<file path="config.mk">
export PLATFORM = sky130hd
export DESIGN_NAME = latch_drive_seq
export DESIGN_NICKNAME = d
export VERILOG_FILES = /design/src/rtl/latch_drive_seq.sv
export SDC_FILE = /design/constraint.sdc
export NUM_CORES = 1
export LEC_CHECK = 0
export BUFFER_PORTS_ARGS = -buffer_cell sky130_fd_sc_hd__buf_4
export CELL_PAD_IN_SITES_DETAIL_PLACEMENT = 1
export CELL_PAD_IN_SITES_GLOBAL_PLACEMENT = 2
export CORE_MARGIN = 5
export CORE_UTILIZATION = 30
export DETAILED_ROUTE_END_ITERATION = 12
export GPL_TIMING_DRIVEN = 0
export PLACE_DENSITY_LB_ADDON = 0.1
export RECOVER_POWER = 25
export SYNTH_ARGS = -nofsm -noshare
export SYNTH_HDL_FRONTEND = slang
export SYNTH_SLANG_ARGS = --single-unit
export TNS_END_PERCENT = 50
</file>
<file path="constraint.sdc">
create_clock -name clk -period 1.8 [get_ports clk]
set_input_delay 0.36 -clock clk [delete_from_list [all_inputs] [get_ports clk]]
set_output_delay 0.36 -clock clk [all_outputs]
set_load 0.005 [all_outputs]
</file>
<file path="src/rtl/latch_drive_seq.sv">
// ---------------------------------------------------------------------------
// latch_drive_seq
//
// Purpose:
//   Writer-side sequencer for a bank of SETN-presettable D-latches. It takes
//   one request at a time from synchronous control logic and produces
//   registered, glitch-free D / E / SETN waveforms. The waveforms respect the
//   latch setup, enable pulse width, hold, preset pulse width and preset
//   recovery windows, each counted in whole clock cycles.
//
// Parameters:
//   WIDTH        - data bus width (d and req_data)
//   SETUP_CYC    - cycles d is stable before e rises            (>= 1)
//   PULSE_CYC    - cycles e is held high                        (>= 1)
//   HOLD_CYC     - cycles d is held after e falls               (>= 1)
//   SETPULSE_CYC - cycles setn is held low for a preset         (>= 1)
//   REC_CYC      - cycles after setn rises before completion    (>= 1)
//
// Ports:
//   clk       in   clock, all state changes on the rising edge
//   rst       in   asynchronous active-high reset
//   req_valid in   request present
//   req_set   in   1 = preset, 0 = write; sampled with req_valid
//   req_data  in   write data, ignored for presets
//   req_ready out  sequencer idle and able to accept a request
//   d         out  latch data bus
//   e         out  latch enable, active high
//   setn      out  latch preset, active low
//   done      out  one-cycle pulse when an operation completes
// ---------------------------------------------------------------------------
module latch_drive_seq #(
    parameter int WIDTH        = 8,
    parameter int SETUP_CYC    = 1,
    parameter int PULSE_CYC    = 2,
    parameter int HOLD_CYC     = 1,
    parameter int SETPULSE_CYC = 2,
    parameter int REC_CYC      = 1
) (
    input  logic             clk,
    input  logic             rst,
    input  logic             req_valid,
    input  logic             req_set,
    input  logic [WIDTH-1:0] req_data,
    output logic             req_ready,
    output logic [WIDTH-1:0] d,
    output logic             e,
    output logic             setn,
    output logic             done
);

    // Every timing window needs at least one cycle; a zero-length window
    // would let E and SETN edges collide with the D change or each other.
    generate
        if (WIDTH < 1 || SETUP_CYC < 1 || PULSE_CYC < 1 || HOLD_CYC < 1 ||
            SETPULSE_CYC < 1 || REC_CYC < 1) begin : g_bad_params
            $error("latch_drive_seq: WIDTH and all *_CYC parameters must be >= 1");
        end
    endgenerate

    // The single shared down-counter must hold the largest reload value,
    // which is (largest parameter - 1).
    localparam int MAX_A   = (SETUP_CYC > PULSE_CYC) ? SETUP_CYC : PULSE_CYC;
    localparam int MAX_B   = (HOLD_CYC > SETPULSE_CYC) ? HOLD_CYC : SETPULSE_CYC;
    localparam int MAX_C   = (MAX_A > MAX_B) ? MAX_A : MAX_B;
    localparam int MAX_CYC = (MAX_C > REC_CYC) ? MAX_C : REC_CYC;
    localparam int CNT_W   = (MAX_CYC > 1) ? $clog2(MAX_CYC) : 1;

    // A state is left on the edge where the counter is already zero, so a
    // reload of N-1 on entry gives exactly N cycles of residency.
    localparam logic [CNT_W-1:0] LD_SETUP    = CNT_W'(SETUP_CYC - 1);
    localparam logic [CNT_W-1:0] LD_PULSE    = CNT_W'(PULSE_CYC - 1);
    localparam logic [CNT_W-1:0] LD_HOLD     = CNT_W'(HOLD_CYC - 1);
    localparam logic [CNT_W-1:0] LD_SETPULSE = CNT_W'(SETPULSE_CYC - 1);
    localparam logic [CNT_W-1:0] LD_REC      = CNT_W'(REC_CYC - 1);

    typedef enum logic [2:0] {
        IDLE    = 3'd0,
        W_SETUP = 3'd1,
        W_PULSE = 3'd2,
        W_HOLD  = 3'd3,
        S_LOW   = 3'd4,
        S_REC   = 3'd5
    } state_t;

    state_t             state_q, state_n;
    logic [CNT_W-1:0]   cnt_q, cnt_n;
    logic [WIDTH-1:0]   d_q, d_n;
    logic               e_q, e_n;
    logic               setn_q, setn_n;
    logic               done_q, done_n;
    logic               ready_q, ready_n;

    // State, counter and every output live in this one register bank, so
    // all outputs are flop-driven and no input reaches an output
    // combinationally. Reset drops E and releases SETN immediately,
    // without waiting for a clock edge.
    always_ff @(posedge clk or posedge rst) begin
        if (rst) begin
            state_q <= IDLE;
            cnt_q   <= '0;
            d_q     <= '0;
            e_q     <= 1'b0;
            setn_q  <= 1'b1;
            done_q  <= 1'b0;
            ready_q <= 1'b0;
        end else begin
            state_q <= state_n;
            cnt_q   <= cnt_n;
            d_q     <= d_n;
            e_q     <= e_n;
            setn_q  <= setn_n;
            done_q  <= done_n;
            ready_q <= ready_n;
        end
    end

    // Next-state and next-output logic. Defaults hold every output, clear
    // the done pulse and let the counter run down toward zero; each state
    // only overrides what changes on its exit edge. A request is accepted
    // only when the registered ready is already high, which is why ready
    // comes up one edge after reset release and the idle gap between
    // back-to-back operations is exactly one cycle.
    always_comb begin
        state_n = state_q;
        cnt_n   = (cnt_q != '0) ? (cnt_q - CNT_W'(1)) : cnt_q;
        d_n     = d_q;
        e_n     = e_q;
        setn_n  = setn_q;
        done_n  = 1'b0;
        ready_n = ready_q;

        case (state_q)
            IDLE: begin
                ready_n = 1'b1;
                if (ready_q && req_valid) begin
                    ready_n = 1'b0;
                    if (req_set) begin
                        setn_n  = 1'b0;
                        cnt_n   = LD_SETPULSE;
                        state_n = S_LOW;
                    end else begin
                        d_n     = req_data;
                        e_n     = 1'b0;
                        cnt_n   = LD_SETUP;
                        state_n = W_SETUP;
                    end
                end
            end

            W_SETUP: begin
                if (cnt_q == '0) begin
                    e_n     = 1'b1;
                    cnt_n   = LD_PULSE;
                    state_n = W_PULSE;
                end
            end

            W_PULSE: begin
                if (cnt_q == '0) begin
                    e_n     = 1'b0;
                    cnt_n   = LD_HOLD;
                    state_n = W_HOLD;
                end
            end

            W_HOLD: begin
                if (cnt_q == '0) begin
                    done_n  = 1'b1;
                    ready_n = 1'b1;
                    cnt_n   = '0;
                    state_n = IDLE;
                end
            end

            S_LOW: begin
                if (cnt_q == '0) begin
                    setn_n  = 1'b1;
                    cnt_n   = LD_REC;
                    state_n = S_REC;
                end
            end

            S_REC: begin
                if (cnt_q == '0) begin
                    done_n  = 1'b1;
                    ready_n = 1'b1;
                    cnt_n   = '0;
                    state_n = IDLE;
                end
            end

            default: begin
                e_n     = 1'b0;
                setn_n  = 1'b1;
                ready_n = 1'b0;
                cnt_n   = '0;
                state_n = IDLE;
            end
        endcase
    end

    assign req_ready = ready_q;
    assign d         = d_q;
    assign e         = e_q;
    assign setn      = setn_q;
    assign done      = done_q;

endmodule

</file>
Word level (Yosys, flattened, before mapping). Cells that the tools add are included.

Equal/unequal tests: 12. Bitwise operators: 4. Reductions and logical operators: 12. Add/subtract/negate cells: 1. Muxes and demuxes: 25.

Operators with widths (count): $mux 3 (6); $pmux 3 s5 (1); $mux 1 (14); $ne 2x2->1 const B (7); $reduce_and 5->1 (2); $pmux 1 s3 (3); $reduce_or 4->1 (2); $eq 3x2->1 const B (2); $eq 3x3->1 const B (2); $reduce_or 3->1 (2); $not 1->1 (4); $pmux 1 s4 (1); $reduce_and 4->1 (1); $eq 3x1->1 const B (1); $logic_not 3->1 (1); $reduce_and 3->1 (1); $reduce_and 2->1 (1); $reduce_or 2->1 (1); $logic_and 1x1->1 (1); $sub 1x1->1 const B (1).

Bits in registers: 16. Input port bits: 12. Logic and storage cells: 61.

Depth between registers and ports, before layout. Gate-level depths: netlist (run 1).

Depth after elaboration: 4. Gate-level depth with buffers: 4. Depth with buffers taken out: 3.

Worst setup path before layout (run 1). No wires, ideal clock.

Path type: flip-flop to flip-flop. From: register state_q[2]. To: register d_q[0] (netlist: d[0]). Setup slack: 0.211 ns. Stages on the path, launching flop included: 5. Arrival: 1.464 ns. Library setup time: 0.125 ns. Clock period less this slack: 1.589 ns. Cell sequence: dfrtp_1 > or2_4 > or4_1 > buf_6 > mux2_4.

Word-level cells in the longest chain between the ends: 2.

Ends and longest elaborated chain: start, declared (RTL line 85) `state_t state_q, state_n;`; start signal, assigned (RTL line 107) `state_q <= state_n;`; $logic_not 3->1 (RTL line 132) `case (state_q)`; $reduce_and 3->1 (no source line); end signal, assigned (RTL line 109) `d_q <= d_n;`; end, declared (RTL line 87) `logic [WIDTH-1:0] d_q, d_n;`.

No other way between the ends. A chain may end at the register's enable or synchronous reset.

Final worst setup path (run 1).
From: register state_q[2]. To: register d_q[7] (netlist: d[7]).

Same word-level chain as after synthesis.

==> flow_summary.yaml, run 1 <==
status:
  status: "finished clean"
global_route:
  track_usage_pct: 9.675
  globalRouteOverflowTotal: 0
  grt_pass1_vias: 533
  antenna_found_initial: 0
  grt_max_degree: 17
  grt_pass1_wl_mm: 2.553
place:
  place_hpwl_mm: 1.191
  io_buffers: 23
  globalplace.congestion: 0.7057
  post-place-ws_ns: 0.1430
worst_setup_path:
  cp_cell_sequence: "or2_4 > or4_1 > buf_6 > mux2_4"
  crit_path_max_fanout: 8
  cpPeakStageDelay_ns: 0.42
  r2r_slack_ns: 0.12
  startpoint_type: "flop"
  crit_required_ns: 1.97
  reg2reg_depth: 4
  cp_slowest_cell: "or4_1"
  cp.arrival_ns: 1.85
  r2r_end: "d[7]"
  cp-end-kind: "flop"
  crit_type: "flop to flop"
  r2r-start: "state_q[2]"
clocking:
  cts_tree: "built"
  ctsRootBufferMaster: "clkbuf_4"
  insertion_delay_ns: 0.29
  cts_buffers: 3
  cts.path.max_buffers: 2
  clk_pin_slew_worst_paths_ns: 0.10
  postCtsSetupBuffers: 0
  post_cts_resized: 0
  clock-sinks: 16
  cts-hold-fix-buffers: 0
  htreeDepth: 1
timing:
  drv_slew: 0
  min_period_ns: 1.682
  finalSetupViolCount: 0
  period_share_pct: 93.47
  skew_ns: 0.01321
  setup_ws_ns: 0.1175
  tightest_slew_ns: 0.5955
  worst_slew_margin_rel_pct: 60.25
  rsz0062_at_grt: "false"
  fmax_mhz: 594.4
  finalHoldViolCount: 0
  tns_ns: 0
  holdWs_ns: 0.1274
power:
  p_seq_share_pct: 39.5
  swShare_pct: 33.08
  intPower_w: 0.001115
  pwr-share-clk_pct: 14.2
  comb_power_share_pct: 46.3
  power_switching_w: 0.0005510
  vdd_drop_max_mv: 0.7530
  p_leak_nw: 0.4796
  p_per_area_mw_per_mm2: 1668
drt:
  drcViolationCount: 0
  wl_per_cell_um: 13.78
  drt-pass1-iter-count: 2
  vias: 552
  via_per_inst: 4.639
  route.final.wire_length_mm: 1.640
  first_iter_violations: 7
  ant_nets: 0
logic_synthesis:
  netlist_area_um2: 752.0
  ys_ff_latch: 16
  synth_cell_type_count: 24
  syn-num-nets: 74
  yosysWarnings: 0
  ys_seq_area_share_pct: 53.41
  avgSynthCellArea_um2: 12.13
  syn_inst: 62
die:
  core_area_mm2: 0.002432
  die_area_mm2: 0.003608
  io_pins: 24
  die_w_um: 60.07
  row_count: 18
  initial_core_util_pct: 30.92
  die_y_um: 60.07
flow_run:
  max_cap_viol_count: 0
finish:
  ff_latch_area_um2: 401.6
  finalNetCount: 102
  antenna_cells: 0
  layout_commonest_cell: "buf_4"
  area_delta_synth_final_pct: 32.78
  drive_gt1_share_pct: 43.82
  fillers: 279
  mostFrequentLayoutCells: "22 x buf_4, 15 x dfrtp_1, 8 x mux2_4"
  multi_input_area_um2: 320.3
hold_path:
  hold_path.class: "primary input to asynchronous set/reset pin"
[stage by stage]
| stage | cell area, µm² | power (W) | cells | util, % |
|---|---|---|---|---|
| finish | 998.5 | 0.001666 | 119 | 41.05 |
| global route | 998.5 | 0.001793 | 119 | 41.05 |
| CTS | 998.5 | 0.001692 | 119 | 41.05 |
| detailed placement | 962.2 | 0.001446 | 115 | 39.56 |
| global placement | 962.2 | 0.001435 | 115 | 39.56 |
| floorplan | 752.0 | 0.001126 | 62 | - |
[Yosys cell counts]
cell type  count  area (µm²)
xor2_1         1       8.760
a221oi_1       1       8.760
xnor2_1        1       8.760
nor2b_1        2       12.51
nor2_1         5       18.77
nand3_1        1       5.000
o221a_2        1       11.26
nand2_1        3       11.26
o21ai_0        2       10.01
inv_1          3       11.26
a22oi_1        1       7.510
mux2_4         8       120.1
clkbuf_1       2       7.510
nand3b_1       1       7.510
or4_1          1       7.510
dfstp_2        1       26.28
or2_4          1       8.760
and4_1         1       8.760
nand2b_1       3       18.77
o211ai_1       3       22.52
o2111ai_1      1       8.760
a21oi_1        3       15.01
buf_6          1       11.26
dfrtp_1       15       375.4
[metal layers]
layer  global-route usage [%]  part of all wire (%)
met1                    13.15                    47
met2                    13.43                    44
met3                    2.160                   7.3
met4                    6.646                   1.6
met5                        0                     0
[sequential cells by signal, indices dropped and copies added (netlist names)]
register   count
done           1
setn           1
d              8
state_q        3
e              1
req_ready      1
cnt_q          1
[power groups by stage]
| stage | clock network (W) | logic (W) | registers, W |
|---|---|---|---|
| global route | 0.000265 | 0.000847 | 0.000681 |
| global placement | 0 | 0.000778 | 0.000656 |
| detailed placement | 0 | 0.000781 | 0.000664 |
| finish | 0.000237 | 0.000771 | 0.000658 |
| floorplan | 0 | 0.000473 | 0.000653 |
| CTS | 0.000247 | 0.000786 | 0.000659 |
[critical path, delay by kind of cell (launching register included)]
kind / cells / cell delay (ns)
flops: 1 / 0.39
mux: 1 / 0.30
simple gates: 2 / 0.70
buf+inv: 1 / 0.17
[layout make-up]
type / instances / area share, %
clock buffer: 4 / 3.634
inverter: 3 / 1.128
sequential: 16 / 40.23
multi-input combinational: 40 / 32.08
tap: 30 / 3.759
timing repair buffer: 23 / 17.29
buffer: 3 / 1.880
[worst max path at each step]
| stage | startpoint | endpoint | slack (ns) | depth (start not counted) |
|---|---|---|---|---|
| 2_1_floorplan | state_q[2] | d[0] | 0.21 | 4 |
| 6_report | state_q[2] | d[7] | 0.12 | 4 |
| 4_1_cts | state_q[2] | d[5] | 0.12 | 4 |
| 5_1_grt | state_q[2] | d[7] | 0.06 | 4 |
| 3_5_place_dp | state_q[2] | d[6] | 0.14 | 4 |
| 3_3_place_gp | state_q[2] | d[2] | 0.15 | 4 |
[kinds of logic (layout without fill, tap and decap cells)]
logic type      count (synthesis)  count (layout)  share of synthesized area (%)
mux                             8               8                          15.97
compound gates                 12              12                          11.15
flops                          16              16                          53.41
simple gates                   18              18                          13.15
xor+xnor                        2               2                          2.330
buf+inv                         6              33                          3.994
(Power assumes the default switching activity.)
==> inputs of run 2 (changes only) <==
--- a/config.mk
+++ b/config.mk
@@ -5,11 +5,13 @@
 export SDC_FILE = /design/constraint.sdc
 export NUM_CORES = 1
 export LEC_CHECK = 0
+export ABC_AREA = 1
 export BUFFER_PORTS_ARGS = -buffer_cell sky130_fd_sc_hd__buf_4
 export CELL_PAD_IN_SITES_DETAIL_PLACEMENT = 1
 export CELL_PAD_IN_SITES_GLOBAL_PLACEMENT = 2
+export CORE_ASPECT_RATIO = 2
 export CORE_MARGIN = 5
-export CORE_UTILIZATION = 30
+export CORE_UTILIZATION = 28
 export DETAILED_ROUTE_END_ITERATION = 12
 export GPL_TIMING_DRIVEN = 0
 export PLACE_DENSITY_LB_ADDON = 0.1
==> run 2 against run 1 <==
Compared with the run above:
- non-clock buffer count down 1
- setup slack better by 0.33 ns
- clock skew fell by 0.0099 ns
- combinational power rose by 26%
- cell area is 10% higher
- critical endpoint is now d[1]
- largest cell class unchanged
- highest routed layer unchanged
==> flow_summary.yaml, run 2 <==
status:
  status: "finished clean"
worst_setup_path:
  path_delay_family: "simple AND/OR/NAND/NOR gates"
  cp_num_buf_inv: 2
  cp.arrival_ns: 1.51
  crit_required_ns: 1.95
  cp_slowest_cell: "dfrtp_1"
  startpoint_type: "flop"
  crit_type: "flop to flop"
  cp-end-kind: "flop"
  crit_path_max_fanout: 10
  cpPeakStageDelay_ns: 0.46
  cp_cell_sequence: "nor2_4 > nand2_4 > inv_4 > nand4_4 > buf_6 > nand2_2 > o21ai_2"
finish:
  antenna_cells: 0
  layout_commonest_cell: "nand2_1"
  area_delta_synth_final_pct: 30.13
  multi_input_area_um2: 352.8
  mostFrequentLayoutCells: "30 x nand2_1, 22 x buf_4, 17 x inv_1"
  instances_no_fill: 159
  drive_gt1_share_pct: 34.11
  largest_reg_flops: 8
  utilization_pct: 37.46
  fillers: 379
  design_area_mm2: 0.001102
  finalNetCount: 142
  ff_latch_area_um2: 401.6
place:
  globalplace.congestion: 0.7844
  place_area_mm2: 0.001057
  io_buffers: 23
  dp_cells: 155
  place_hpwl_mm: 1.707
logic_synthesis:
  ys_ff_latch: 16
  yosys.area.top_type_share_pct: 44.31
  synth_area_leaders: "dfrtp_1 44%, nand2_1 13%, o21ai_2 8.3%"
  avgSynthCellArea_um2: 8.305
  synth_area_leader_cell: "dfrtp_1"
  synthArstFlopShare_pct: 100.0
  syn-num-nets: 114
  syn_inst: 102
  ys_seq_area_share_pct: 47.42
  synth_common_cells: "30 x nand2_1, 17 x inv_1, 15 x dfrtp_1"
  yosysMostFrequentCell: "nand2_1"
  yosysWarnings: 0
  synth_flop_cell: "dfrtp_1"
  synth_cell_type_count: 19
  netlist_area_um2: 847.1
  synth_edf_count: 0
timing:
  min_period_ns: 1.355
  finalHoldViolCount: 0
  fmax_mhz: 737.9
  drv_slew: 0
  worst_slew_margin_rel_pct: 56.57
  rsz0062_at_grt: "false"
  period_share_pct: 75.29
  tns_ns: 0
  skew_ns: 0.003266
  finalSetupViolCount: 0
  tightest_slew_ns: 0.6508
clocking:
  insertion_delay_ns: 0.25
  postCtsSetupBuffers: 0
  clk_pin_slew_worst_paths_ns: 0.07
  ctsRootBufferMaster: "clkbuf_8"
  cts.path.max_buffers: 2
  clock-sinks: 16
  htreeDepth: 1
  post_cts_resized: 0
  cts-hold-fix-buffers: 0
  cts_tree: "built"
  cts_buffers: 3
global_route:
  track_usage_pct: 11.39
  grt_pass1_vias: 868
  grt_pass1_wl_mm: 3.788
  antenna_found_initial: 0
  globalRouteOverflowTotal: 0
  grt_max_degree: 17
power:
  vdd_drop_max_mv: 0.5864
  p_leak_nw: 0.6135
  p_per_area_mw_per_mm2: 1739
drt:
  route.final.wire_length_mm: 2.131
  wl_per_cell_um: 13.40
  drcViolationCount: 0
  vias: 739
  via_per_inst: 4.648
  drt-pass1-iter-count: 2
  ant_nets: 0
  first_iter_violations: 11
flow_run:
  max_cap_viol_count: 0
die:
  die_area_mm2: 0.004292
  core_area_mm2: 0.002943
  initial_core_util_pct: 28.78
  die_w_um: 48.89
  die_y_um: 87.79
  row_count: 28
  io_pins: 24
hold_path:
  hold_path.class: "primary input to asynchronous set/reset pin"
run 2: cells by family after synthesis:
logic type,synth area share [%]
AO/OA/AOI/OAI,13.00
buffers and inverters,10.93
flip-flops,47.42
AND/OR/NAND/NOR,28.65
run 2: path summary, 6_finish.rpt:
path,start,depth (start not counted),slack [ns],endpoint
min,rst,2,0.20,d[1]
max in group asynchronous,rst,2,1.18,e
max reg2reg,state_q[1],7,0.44,d[1]
min in group clk,req_data[7],3,0.36,d[7]
min reg2reg,setn,2,0.46,setn
max,state_q[1],7,0.44,d[1]
run 2: where the power goes:
group	switching (W)	leakage (nW)	internal (W)
clock network	0.000129	0.0228	0.000157
registers	0.000125	0.199	0.000535
logic	0.000537	0.392	0.000433
run 2: area by class of cell:
type                       instances  area share, %
buffer                             2          2.043
clock buffer                       4          4.086
inverter                          18          6.356
multi-input combinational         66          32.01
sequential                        16          36.44
tap                               30          3.405
timing repair buffer              23          15.66
run 2: through the flow:
| step | worst slack [ns] | hold slack [ns] | total power (W) |
|---|---|---|---|
| 6_report | 0.4448 | 0.1953 | 0.001916 |
| 5_1_grt | 0.3217 | 0.2675 | 0.002107 |
| 4_1_cts | 0.4128 | 0.2283 | 0.001968 |
| 3_5_place_dp | 0.4294 | 0.4586 | 0.001665 |
| 3_3_place_gp | 0.4485 | 0.4526 | 0.001637 |
| 2_1_floorplan | 0.5809 | 0.2730 | 0.001283 |
run 2: layer usage:
| layer | routed length (µm) | part of all wire, % | up-vias | GRT usage (%) |
|---|---|---|---|---|
| met4 | 44 | 2.1 | 0 | 6.618 |
| met5 | 0 | 0 | - | 0 |
| met3 | 84 | 3.9 | 4 | 2.555 |
| met2 | 1237 | 58 | 14 | 23.10 |
| li1 | - | - | 365 | - |
| met1 | 766 | 36 | 356 | 9.544 |
==> inputs of run 3 (changes only) <==
--- a/config.mk
+++ b/config.mk
@@ -5,13 +5,12 @@
 export SDC_FILE = /design/constraint.sdc
 export NUM_CORES = 1
 export LEC_CHECK = 0
-export ABC_AREA = 1
+export ABC_AREA = 0
 export BUFFER_PORTS_ARGS = -buffer_cell sky130_fd_sc_hd__buf_4
 export CELL_PAD_IN_SITES_DETAIL_PLACEMENT = 1
 export CELL_PAD_IN_SITES_GLOBAL_PLACEMENT = 2
-export CORE_ASPECT_RATIO = 2
 export CORE_MARGIN = 5
-export CORE_UTILIZATION = 28
+export CORE_UTILIZATION = 30
 export DETAILED_ROUTE_END_ITERATION = 12
 export GPL_TIMING_DRIVEN = 0
 export PLACE_DENSITY_LB_ADDON = 0.1
==> constraint.sdc (replaced) <==
create_clock -name clk -period 1.3 [get_ports clk]
set_input_delay 0.26 -clock clk [delete_from_list [all_inputs] [get_ports clk]]
set_output_delay 0.26 -clock clk [all_outputs]
set_load 0.005 [all_outputs]
==> run 3 against run 2 <==
Compared with the run above:
- the run now ends with negative setup slack left
- flip-flop and latch count unchanged
- routed wire length is 20% lower
- largest power group unchanged
- setup slack got worse by 0.77 ns
- first-iteration DRC count fell by 55%
- via count is 22% lower
- combinational power rose by 16%
- fmax shrank 17%
==> flow_summary.yaml, run 3 (synthesis gave the netlist of run 1 again) <==
worst_setup_path:
  r2r-start: "state_q[2]"
  crit_type: "flop to flop"
  cp.arrival_ns: 1.80
  startpoint: "state_q[2]"
  crit_required_ns: 1.47
  cp-end-kind: "flop"
  startpoint_type: "flop"
  crit_path_max_fanout: 8
timing:
  skew_ns: 0.004109
  min_period_ns: 1.627
  worst_slew_margin_rel_pct: 60.06
  fmax_mhz: 614.6
  drv_slew: 0
  rsz0062_at_grt: "true"
  tightest_slew_ns: 0.5984
  period_share_pct: 125.2
  holdWs_ns: 0.04229
  finalSetupViolCount: 8
  tns_ns: -2.577
  setup_ws_ns: -0.3272
  finalHoldViolCount: 0
power:
  p_seq_share_pct: 38.3
  p_leak_nw: 0.4845
  power_w: 0.002349
  power_switching_w: 0.0007699
  p_per_area_mw_per_mm2: 2335
  intPower_w: 0.001579
  vdd_drop_max_mv: 0.9913
  comb_power_share_pct: 48.1
  pwr-share-clk_pct: 13.6
  swShare_pct: 32.77
global_route:
  globalRouteOverflowTotal: 0
  antenna_found_initial: 0
  track_usage_pct: 10.71
  grt_max_degree: 17
  grt_pass1_vias: 619
  grt_pass1_wl_mm: 2.849
die:
  die_area_mm2: 0.003608
  initial_core_util_pct: 30.92
  die_w_um: 60.07
  io_pins: 24
  die_y_um: 60.07
  row_count: 18
  core_area_mm2: 0.002432
clocking:
  clk_pin_slew_worst_paths_ns: 0.09
  cts.path.max_buffers: 2
  htreeDepth: 1
  ctsRootBufferMaster: "clkbuf_4"
  cts_tree: "built"
  clock-sinks: 16
  insertion_delay_ns: 0.28
  post_cts_resized: 0
  cts_buffers: 3
drt:
  wl_per_cell_um: 14.13
  first_iter_violations: 5
  via_per_inst: 4.808
  drcViolationCount: 0
  drt-pass1-iter-count: 4
  route.final.wire_length_mm: 1.695
  vias: 577
  ant_nets: 0
finish:
  layout_commonest_cell: "buf_4"
  finalNetCount: 103
  area_delta_synth_final_pct: 33.78
  drive_gt1_share_pct: 45.56
  fillers: 285
  instances_no_fill: 120
  ff_latch_area_um2: 401.6
  largest_reg_flops: 8
  multi_input_area_um2: 324.1
  antenna_cells: 0
  mostFrequentLayoutCells: "24 x buf_4, 15 x dfrtp_1, 8 x mux2_4"
status:
  violations: "negative setup slack"
  status: "complete, but fails checks"
place:
  io_buffers: 23
  dp_cells: 115
  post-place-ws_ns: -0.3551
  place_hpwl_mm: 1.246
  globalplace.congestion: 0.6814
hold_path:
  hold_path.class: "primary input to asynchronous set/reset pin"
flow_run:
  max_cap_viol_count: 0
[run 3: power by group through the flow]
stage	clock [W]	sequential, W	combinational, W
2_1_floorplan	0	0.000906	0.000661
3_3_place_gp	0	0.000907	0.00108
3_5_place_dp	0	0.000925	0.00110
4_1_cts	0.000339	0.000902	0.00116
5_1_grt	0.000357	0.000939	0.00126
6_report	0.000319	0.000900	0.00113
[run 3: per-stage QoR]
stage          cell area (µm²)  utilization (%)
6_report                  1006            41.36
2_1_floorplan            755.7                -
3_5_place_dp             965.9            39.71
5_1_grt                   1006            41.36
3_3_place_gp             965.9            39.71
4_1_cts                   1006            41.36
[run 3: repair_timing]
item | CTS | global route
setup endpoints to repair | 8 | 10
hold buffers | 0 | 0
endpoints found under the hold margin | 0 | 0
setup buffers | 2 | 0
[run 3: cell type report]
| class | instances | area share (%) |
|---|---|---|
| sequential | 16 | 39.93 |
| inverter | 3 | 1.119 |
| timing repair buffer | 25 | 18.66 |
| tap | 30 | 3.731 |
| multi-input combinational | 40 | 32.21 |
| clock buffer | 4 | 3.607 |
| buffer | 2 | 0.7463 |
[run 3: layer usage]
| layer | share of wire (%) | global-route usage, % |
|---|---|---|
| met2 | 46 | 16.98 |
| met1 | 43 | 13.18 |
| met3 | 9.9 | 4.752 |
| met5 | 0 | 0 |
| met4 | 0.71 | 2.848 |
[run 3: path summary, 6_finish.rpt]
path	end	slack, ns	cells past startpoint
worst max-delay path	d[0]	-0.33	3
worst min-delay path	state_q[2]	0.04	2
worst max register to register	d[0]	-0.33	3
worst min register to register	d[5]	0.52	1
max in group asynchronous	d[2]	0.87	2
min in group clk	d[2]	0.21	2
[run 3: critical path, stage by stage (launching register included)]
cell and delay [ns]:
dfrtp_1 0.39, or2_4 0.26, or4_4 0.53, mux2_4 0.34
